$ cat config.mk
export PLATFORM = sky130hd
export DESIGN_NAME = keypad_scanner
export DESIGN_NICKNAME = d
export VERILOG_FILES = /design/src/rtl/keypad_scanner.sv
export SDC_FILE = /design/constraint.sdc
export NUM_CORES = 1
export LEC_CHECK = 0
export BUFFER_PORTS_ARGS = -buffer_cell sky130_fd_sc_hd__buf_4
export CAP_MARGIN = 10
export CORE_AREA = 4 4 65 67
export DETAILED_ROUTE_END_ITERATION = 10
export DIE_AREA = 0 0 69 71
export GPL_ROUTABILITY_DRIVEN = 1
export PLACE_DENSITY = 0.71
export SYNTH_ARGS = -nofsm -noshare
export SYNTH_HDL_FRONTEND = slang
export SYNTH_SLANG_ARGS = --single-unit
$ cat constraint.sdc
create_clock -name clk -period 3.1 [get_ports clk]
set_clock_uncertainty 0.15 [all_clocks]
set_input_delay 0.31 -clock clk [delete_from_list [all_inputs] [get_ports clk]]
set_output_delay 0.31 -clock clk [all_outputs]
set_load 0.005 [all_outputs]
$ cat src/rtl/keypad_scanner.sv
`default_nettype none
// +-----------------------------------------------------------------------------+
// | keypad_scanner: one-hot row scanner with frame-level debounce and key       |
// | reporting over a valid/ack handshake.                   Revision 1.0        |
// +-----------------------------------------------------------------------------+
module keypad_scanner #(
  parameter  int ROWS     = 4,
  parameter  int COLS     = 4,
  parameter  int DWELL    = 4,
  parameter  int DEBOUNCE = 3,
  localparam int CODE_W   = $clog2(ROWS * COLS)
) (
  input  logic              clk,
  input  logic              rst,
  input  logic              en,
  input  logic [COLS-1:0]   col_in,
  input  logic              key_ack,
  output logic [ROWS-1:0]   row_drv,
  output logic              key_valid,
  output logic [CODE_W-1:0] key_code,
  output logic              key_held,
  output logic              key_overflow
);

  localparam int ROW_W = $clog2(ROWS);
  localparam int DW_W  = $clog2(DWELL);
  localparam int STB_W = $clog2(DEBOUNCE + 1);

  typedef enum logic [1:0] {
    CLS_NONE   = 2'd0,
    CLS_SINGLE = 2'd1,
    CLS_MULTI  = 2'd2
  } cls_e;

  logic [ROW_W-1:0]  row_idx_q, row_idx_d;
  logic [DW_W-1:0]   dwell_cnt_q, dwell_cnt_d;
  cls_e              acc_cls_q, acc_cls_d;
  logic [CODE_W-1:0] acc_code_q, acc_code_d;
  cls_e              cand_cls_q, cand_cls_d;
  logic [CODE_W-1:0] cand_code_q, cand_code_d;
  logic [STB_W-1:0]  stable_cnt_q, stable_cnt_d;
  logic              reported_q, reported_d;
  logic [CODE_W-1:0] held_code_q, held_code_d;
  logic              key_valid_q, key_valid_d;
  logic [CODE_W-1:0] key_code_q, key_code_d;
  logic              key_held_q, key_held_d;
  logic              key_overflow_q, key_overflow_d;

  logic [1:0]        samp_n;
  logic [CODE_W-1:0] samp_col;
  logic [CODE_W-1:0] samp_code;
  cls_e              samp_cls;
  cls_e              res_cls;
  logic [CODE_W-1:0] res_code;
  logic              sample_now;
  logic              frame_close;

  always_comb begin
    row_drv = '0;
    if (en) row_drv[row_idx_q] = 1'b1;
  end

  // Classify the current row sample and merge it into the running frame result.
  always_comb begin
    samp_n   = 2'd0;
    samp_col = '0;
    for (int c = 0; c < COLS; c++) begin
      if (col_in[c]) begin
        samp_n   = (samp_n == 2'd2) ? 2'd2 : samp_n + 2'd1;
        samp_col = CODE_W'(c);
      end
    end
    samp_code = CODE_W'(int'(row_idx_q) * COLS) + samp_col;
    case (samp_n)
      2'd0:    samp_cls = CLS_NONE;
      2'd1:    samp_cls = CLS_SINGLE;
      default: samp_cls = CLS_MULTI;
    endcase
    if (acc_cls_q == CLS_NONE)      res_cls = samp_cls;
    else if (samp_cls == CLS_NONE)  res_cls = acc_cls_q;
    else                            res_cls = CLS_MULTI;
    res_code = '0;
    if (res_cls == CLS_SINGLE) res_code = (acc_cls_q == CLS_SINGLE) ? acc_code_q : samp_code;
  end

  assign sample_now  = (dwell_cnt_q == DW_W'(DWELL - 1));
  assign frame_close = sample_now && (row_idx_q == ROW_W'(ROWS - 1));

  always_comb begin
    row_idx_d      = row_idx_q;
    dwell_cnt_d    = dwell_cnt_q;
    acc_cls_d      = acc_cls_q;
    acc_code_d     = acc_code_q;
    cand_cls_d     = cand_cls_q;
    cand_code_d    = cand_code_q;
    stable_cnt_d   = stable_cnt_q;
    reported_d     = reported_q;
    held_code_d    = held_code_q;
    key_valid_d    = key_valid_q;
    key_code_d     = key_code_q;
    key_held_d     = key_held_q;
    key_overflow_d = 1'b0;

    if (key_valid_q && key_ack) key_valid_d = 1'b0;

    if (!en) begin
      row_idx_d    = '0;
      dwell_cnt_d  = '0;
      acc_cls_d    = CLS_NONE;
      acc_code_d   = '0;
      cand_cls_d   = CLS_NONE;
      cand_code_d  = '0;
      stable_cnt_d = '0;
      reported_d   = 1'b0;
      key_held_d   = 1'b0;
    end else if (!sample_now) begin
      dwell_cnt_d = dwell_cnt_q + DW_W'(1);
    end else begin
      dwell_cnt_d = '0;
      row_idx_d   = (row_idx_q == ROW_W'(ROWS - 1)) ? '0 : row_idx_q + ROW_W'(1);
      if (!frame_close) begin
        acc_cls_d  = res_cls;
        acc_code_d = res_code;
      end else begin
        acc_cls_d  = CLS_NONE;
        acc_code_d = '0;
        if (res_cls == cand_cls_q && res_code == cand_code_q) begin
          if (stable_cnt_q != STB_W'(DEBOUNCE)) stable_cnt_d = stable_cnt_q + STB_W'(1);
        end else begin
          cand_cls_d   = res_cls;
          cand_code_d  = res_code;
          stable_cnt_d = STB_W'(1);
        end
        // A debounced frame state either accepts a fresh key or retires the held one.
        if (stable_cnt_d == STB_W'(DEBOUNCE)) begin
          if (cand_cls_d == CLS_SINGLE) begin
            if (!reported_q) begin
              reported_d  = 1'b1;
              key_held_d  = 1'b1;
              held_code_d = cand_code_d;
              if (!key_valid_q || key_ack) begin
                key_valid_d = 1'b1;
                key_code_d  = cand_code_d;
              end else begin
                key_overflow_d = 1'b1;
              end
            end else if (cand_code_d != held_code_q) begin
              key_held_d = 1'b0;
            end
          end else begin
            key_held_d = 1'b0;
            if (cand_cls_d == CLS_NONE) reported_d = 1'b0;
          end
        end
      end
    end
  end

  always_ff @(posedge clk or negedge rst) begin
    if (!rst) begin
      row_idx_q      <= '0;
      dwell_cnt_q    <= '0;
      acc_cls_q      <= CLS_NONE;
      acc_code_q     <= '0;
      cand_cls_q     <= CLS_NONE;
      cand_code_q    <= '0;
      stable_cnt_q   <= '0;
      reported_q     <= 1'b0;
      held_code_q    <= '0;
      key_valid_q    <= 1'b0;
      key_code_q     <= '0;
      key_held_q     <= 1'b0;
      key_overflow_q <= 1'b0;
    end else begin
      row_idx_q      <= row_idx_d;
      dwell_cnt_q    <= dwell_cnt_d;
      acc_cls_q      <= acc_cls_d;
      acc_code_q     <= acc_code_d;
      cand_cls_q     <= cand_cls_d;
      cand_code_q    <= cand_code_d;
      stable_cnt_q   <= stable_cnt_d;
      reported_q     <= reported_d;
      held_code_q    <= held_code_d;
      key_valid_q    <= key_valid_d;
      key_code_q     <= key_code_d;
      key_held_q     <= key_held_d;
      key_overflow_q <= key_overflow_d;
    end
  end

  assign key_valid    = key_valid_q;
  assign key_code     = key_code_q;
  assign key_held     = key_held_q;
  assign key_overflow = key_overflow_q;

endmodule
`default_nettype wire

; ---- Word level (Yosys, flattened, before mapping)
; Cells that the tools add are included.
[totals]
ff_bits = 30
latch_bits = 0
ramBits = 0
rom_bits = 0
in_bits = 8
output_inout_bits = 11
wordCells = 136
n_memories = 0
[op_classes]
add_sub_neg = 7
multipliers = 0
div_mod_pow = 0
order_cmp = 2
n_eq_ne = 19
n_shift = 0
n_mux = 79
bitwise = 1
reduce_logical = 15
[ops]
columns = operator, n
row1 = $mux 2, 31
row2 = $mux 4, 15
row3 = $mux 1, 31
row4 = $add 2x1->2 const B, 5
row5 = $eq 2x2->1 const B, 5
row6 = $eq 2x1->1 const B, 4
row7 = $logic_not 2->1, 4
row8 = $reduce_and 4->1, 2
row9 = $reduce_and 7->1, 1
row10 = $ne 2x1->1 const B, 3
row11 = $reduce_and 6->1, 1
row12 = $add 4x4->4, 1
row13 = $eq 4x4->1, 1
row14 = $logic_and 1x1->1, 4
row15 = $ne 4x3->1 const B, 1
row16 = $ne 4x4->1, 1
row17 = $pmux 2 s2, 1
row18 = $lt 2x3->1 const B, 1
row19 = $ne 3x1->1 const B, 1
row20 = $add 1x1->2 const B, 1
row21 = $demux 1 s2, 1
row22 = $eq 1x2->1 const B, 1
row23 = $eq 2x2->1, 1
row24 = $ge 2x1->1 const B, 1
row25 = 5 further kinds, 5

; ---- Longest topological paths before layout
[logic_depth]
word_depth = 31
ltp_mapped = 13
ltp_nobuf = 12

; ---- Worst setup path after synthesis
; No wires, ideal clock.
[synth_timing]
path_kind = in2reg
start = in col_in[0]
end = reg held_code_q[0]
setup_time_ns = 0.128
arrival_time_ns = 2.889
required_time_ns = 2.822
slack_ns = -0.066
cell_stages = 12
n_path_buf = 0
path_cell_list = inv_1 > ha_1 > nor2b_1 > nor2_1 > ha_1 > nand2b_1 > o32a_4 > a211oi_2 > xor2_1 > a2111oi_4 > nand3_4 > mux2_1
[synth_via]
elab_chain_cells = 25
elab_cells_between_ends = 39
classes_between = add/sub: 3 / eq/ne: 9 / mux: 23 / reduce/logical: 4
[synth_rtl]
columns = item, line_no
row1 = start: declaration, 16  ; input logic [COLS-1:0] col_in,
row2 = $mux 1 *, 68  ; if (col_in[c]) begin
row3 = $add 1x1->2 / $eq 1x2->1 (equally long branches), 69  ; samp_n = (samp_n == 2'd2) ? 2'd2 : samp_n + 2'd1;
row4 = $mux 2, 69
row5 = $mux 2 *, 68
row6 = $add 2x1->2 / $eq 2x2->1 (equally long branches), 69
row7 = $mux 2, 69
row8 = $mux 2 *, 68
row9 = $add 2x1->2 / $eq 2x2->1 (equally long branches), 69
row10 = [9 not listed], --
row11 = $eq 4x4->1, 127  ; if (res_cls == cand_cls_q && res_code == cand_code_q) begin
row12 = $logic_and 1x1->1, 127
row13 = $mux 2, 127
row14 = $mux 2, 121  ; if (!frame_close) begin
row15 = $mux 2, 116  ; end else if (!sample_now) begin
row16 = $mux 2, 106  ; if (!en) begin
row17 = $eq 2x2->1 / $eq 2x1->1 (equally long branches), "135, 136"
row18 = $reduce_and 6->1 (no line), --
row19 = end signal: assignment, 183  ; held_code_q <= held_code_d;
row20 = end: declaration, 43  ; logic [CODE_W-1:0] held_code_q, held_code_d;
; Every way passes the cells marked *; elsewhere a longest branch is shown, timed or not. The select of a mux whose other input is x is not followed.
; A chain may end at the register's enable or synchronous reset.

; ---- Worst setup path in the final report
[layout_timing]
start = in col_in[0]
end = reg key_code_q[1], in the netlist key_code[1]
[layout_via]
elab_chain_cells = 25
elab_cells_between_ends = 39
classes_between = add/sub: 3 / eq/ne: 9 / mux: 23 / reduce/logical: 4
[layout_rtl]
columns = item, line_no
row1 = $mux 1 *, 68
row2 = $add 1x1->2 / $eq 1x2->1 (equally long branches), 69
row3 = $mux 2, 69
row4 = $mux 2 *, 68
row5 = $add 2x1->2 / $eq 2x2->1 (equally long branches), 69
row6 = $mux 2, 69
row7 = $mux 2 *, 68
row8 = $add 2x1->2 / $eq 2x2->1 (equally long branches), 69
row9 = [9 not listed], --
row10 = $eq 4x4->1, 127
row11 = $logic_and 1x1->1, 127
row12 = $mux 2, 127
row13 = $mux 2, 121
row14 = $mux 2, 116
row15 = $mux 2, 106
row16 = $eq 2x2->1 / $eq 2x1->1 (equally long branches), "135, 136"
row17 = $reduce_and 7->1 (no line), --
row18 = end signal: assignment, 185  ; key_code_q <= key_code_d;
row19 = end: declaration, 45  ; logic [CODE_W-1:0] key_code_q, key_code_d;
; Marks and branches as above.

==> results.cfg <==
[timing]
rsz0062_at_grt = no
postLayoutSetupSlackWorst_ns = 0.189
whs_ns = 0.183
worst_pin_slew_ns = 0.499
fin_crit_ns = 2.91
hold_violations = 0
drv_slew = 0
relSlewSlack_pct = 66.4
setup_violations = 0
post-route-period-util_pct = 93.9
timing.fmax_mhz = 344

[critical_path]
crit_path_end_kind = register
cp_top_family = simple AND/OR/NAND/NOR gates
slowest_delay_ns = 0.36
critical_path_required_ns = 3.11
crit_top_cell = ha_1
startpoint_type = primary input
cp_max_fo = 7
critical-path-slowest-cell = mux2_1
path_buf_inv = 2
worstPathCellList = buf_4, inv_1, ha_1, mux2i_1, ha_1, nand2b_1, o32a_4, and3b_1, nor4bb_1, a311o_2, nand3_2, mux2_1
arrival_ns = 2.92
critical_path_class = in2reg

[logic_synthesis]
synth_top_area_share_pct = 37.8
synth_edf_count = 0
async_reset_ff_share_pct = 100
synth_area_leaders = dfrtp_1, ha_1, nor2b_1
yosysWarnings = 0
syn_nets = 216
netlist_area_sq_um = 1990
synth_cell_types = 54
seq_area_frac_synth_pct = 37.8
synth_area_per_cell_sq_um = 9.99
synth_top_area_cell = dfrtp_1
synth.ff_latch_count = 30
ys.flop_type = dfrtp_1
syn_inst = 199

[clocking]
h-tree-depth = 2
cts_resized = 0
cts_setup_buffers = 0
cts_root_buffer = clkbuf_8
clockBufferDepth = 2
cts_sinks = 30
cts_made_buffers = 5
cts_tree = done
clk_pin_slew_ns = 0.07
clk-insertion-delay-late_ns = 0.28

[place]
dpl.hpwl_mm = 3.50
port_buffers = 18
pre_cts_ws_ns = -0.102
placed_cell_area_sq_um = 2270
place.gp.congestion = 0.881

[pwr]
pwr-share-comb_pct = 18.1
p_leak_nw = 1.11
power.density_nw_per_um2 = 379
ir_drop_mv = 0.266
p_clk_share_pct = 37.2
seqPwrFrac_pct = 44.7
p_int_mw = 0.649
switching_share_pct = 27.9
p_sw_mw = 0.251

[floorplanning]
num_rows = 22
io_pins = 19
dieArea_sq_um = 4900
coreArea_sq_um = 3630
die_y_um = 71
start_util_pct = 54.7
die_w_um = 69

[global_route]
antenna_found_initial = 0
grt-ovfl-total = 0
first_global_vias = 1645
grt_pass1_wl_mm = 7.95
track_usage_pct = 20.2
grt_max_degree = 31

[layout]
fillers = 311
area_growth_syn_to_layout_pct = 19.3
drive_gt1_share_pct = 23.8
final_util_pct = 65.3
finalInstanceArea_sq_um = 2370
nNetsFinal = 251
num_antenna_cells = 0

[route]
postRouteAntennaNets = 0
first_iter_violations = 58
drc = 0
vias = 1629
via_per_inst = 5.76
routedWlPerCell_um = 16.4
first_pass_iters = 5
drt_wl_total_mm = 4.64

[flow_run]
cap_violations = 0

[outcome]
status = completed

[min_path]
hold_path.class = in2reg
cells in the mapped netlist (3+ instances only):
cell       n
clkbuf_1   3
xor2_1     5
o31ai_1    3
ha_1       9
a21boi_0   5
and2_1     8
nand3_1    7
nand2_1   21
inv_1      8
nor3_1     3
nor2b_1   18
mux2i_1    4
nor2_1     6
dfrtp_1   30
nand2b_1   4
xnor2_1    4
mux2_1     8
a21oi_1    7
o21ai_0    5
placed cells by master (no fill, tap or decap), drive strengths merged, types with 7 or more instances in the layout:
cell and instances:
inv 8, buf 34, dfrtp 30, a21oi 7, nor2b 18, mux2 9
nand3 9, ha 9, nand2 21, and2 9
routing by layer:
metal	vias to the layer above	wire (um)	track usage [%]
met5	-	0	0
met2	54	2370	35.2
li1	773	-	-
met3	4	242	3.84
met4	0	28	6.29
met1	798	2000	25.5
worst min-delay path, stage by stage:
cell and delay, ns:
buf_4 0.07, nand2b_1 0.14, nor2_1 0.05
kinds of logic (layout without fill, tap and decap cells):
kind of cell / Yosys count / count (layout) / share of synthesized area (%)
and+or+nand+nor: 84 / 84 / 24.9
buffers and inverters: 15 / 51 / 3.84
DFF: 30 / 30 / 37.8
AOI/OAI and AO/OA: 39 / 39 / 16.6
adders and majority gates: 9 / 9 / 5.66
muxes: 13 / 13 / 7.30
xor gates and xnor gates: 9 / 9 / 3.96
metrics by stage:
| stage | cells | TNS (ns) | power (mW) |
|---|---|---|---|
| after floorplan | 199 | 0 | 0.512 |
| after global placement | 274 | 0 | 0.564 |
| after detailed placement | 274 | -0.575 | 0.571 |
| after CTS | 283 | 0 | 0.903 |
| after global routing | 283 | 0 | 0.941 |
| final | 283 | 0 | 0.899 |
state kept, by name, indices dropped and copies added (netlist names):
name	flops
key_code	4
held_code_q	4
reported_q	1
cand_code_q	4
dwell_cnt_q	2
key_valid	1
key_held	1
key_overflow	1
acc_cls_q	2
row_idx_q	2
stable_cnt_q	2
cand_cls_q	2
acc_code_q	4
area by class of cell:
class | count | area (sq um) | area share, %
Multi-Input combinational cell | 154 | 1170 | 49.4
Sequential cell | 30 | 751 | 31.6
Timing Repair Buffer | 35 | 265 | 11.2
Clock buffer | 6 | 82.6 | 3.48
Tap cell | 48 | 60.1 | 2.53
Inverter | 8 | 30.0 | 1.27
Clock inverter | 2 | 12.5 | 0.527
power groups by stage:
stage / Sequential (mW) / Combinational [mW] / Clock, mW
finish: 0.402 / 0.163 / 0.335
global route: 0.402 / 0.179 / 0.359
CTS: 0.402 / 0.164 / 0.338
detailed placement: 0.409 / 0.162 / 0
global placement: 0.409 / 0.155 / 0
floorplan: 0.407 / 0.104 / 0
timing repair:
item	4_1_cts	5_1_grt
hold buffers	1	0
setup endpoints to repair	0	0
endpoints found under the hold margin	30	0
path summary, 6_finish.rpt:
kind / startpoint / slack (ns) / endpoint / depth (start not counted)
min reg2reg: dwell_cnt_q[0] / 0.29 / dwell_cnt_q[0] / 1
min in group asynchronous: rst / 0.33 / cand_code_q[1] / 2
max reg2reg: acc_cls_q[0] / 0.29 / key_code[1] / 7
min: key_ack / 0.18 / key_overflow / 3
max in group asynchronous: rst / 2.17 / row_idx_q[0] / 2
max: col_in[0] / 0.19 / key_code[1] / 12
Power figures use the tool's default switching activity.
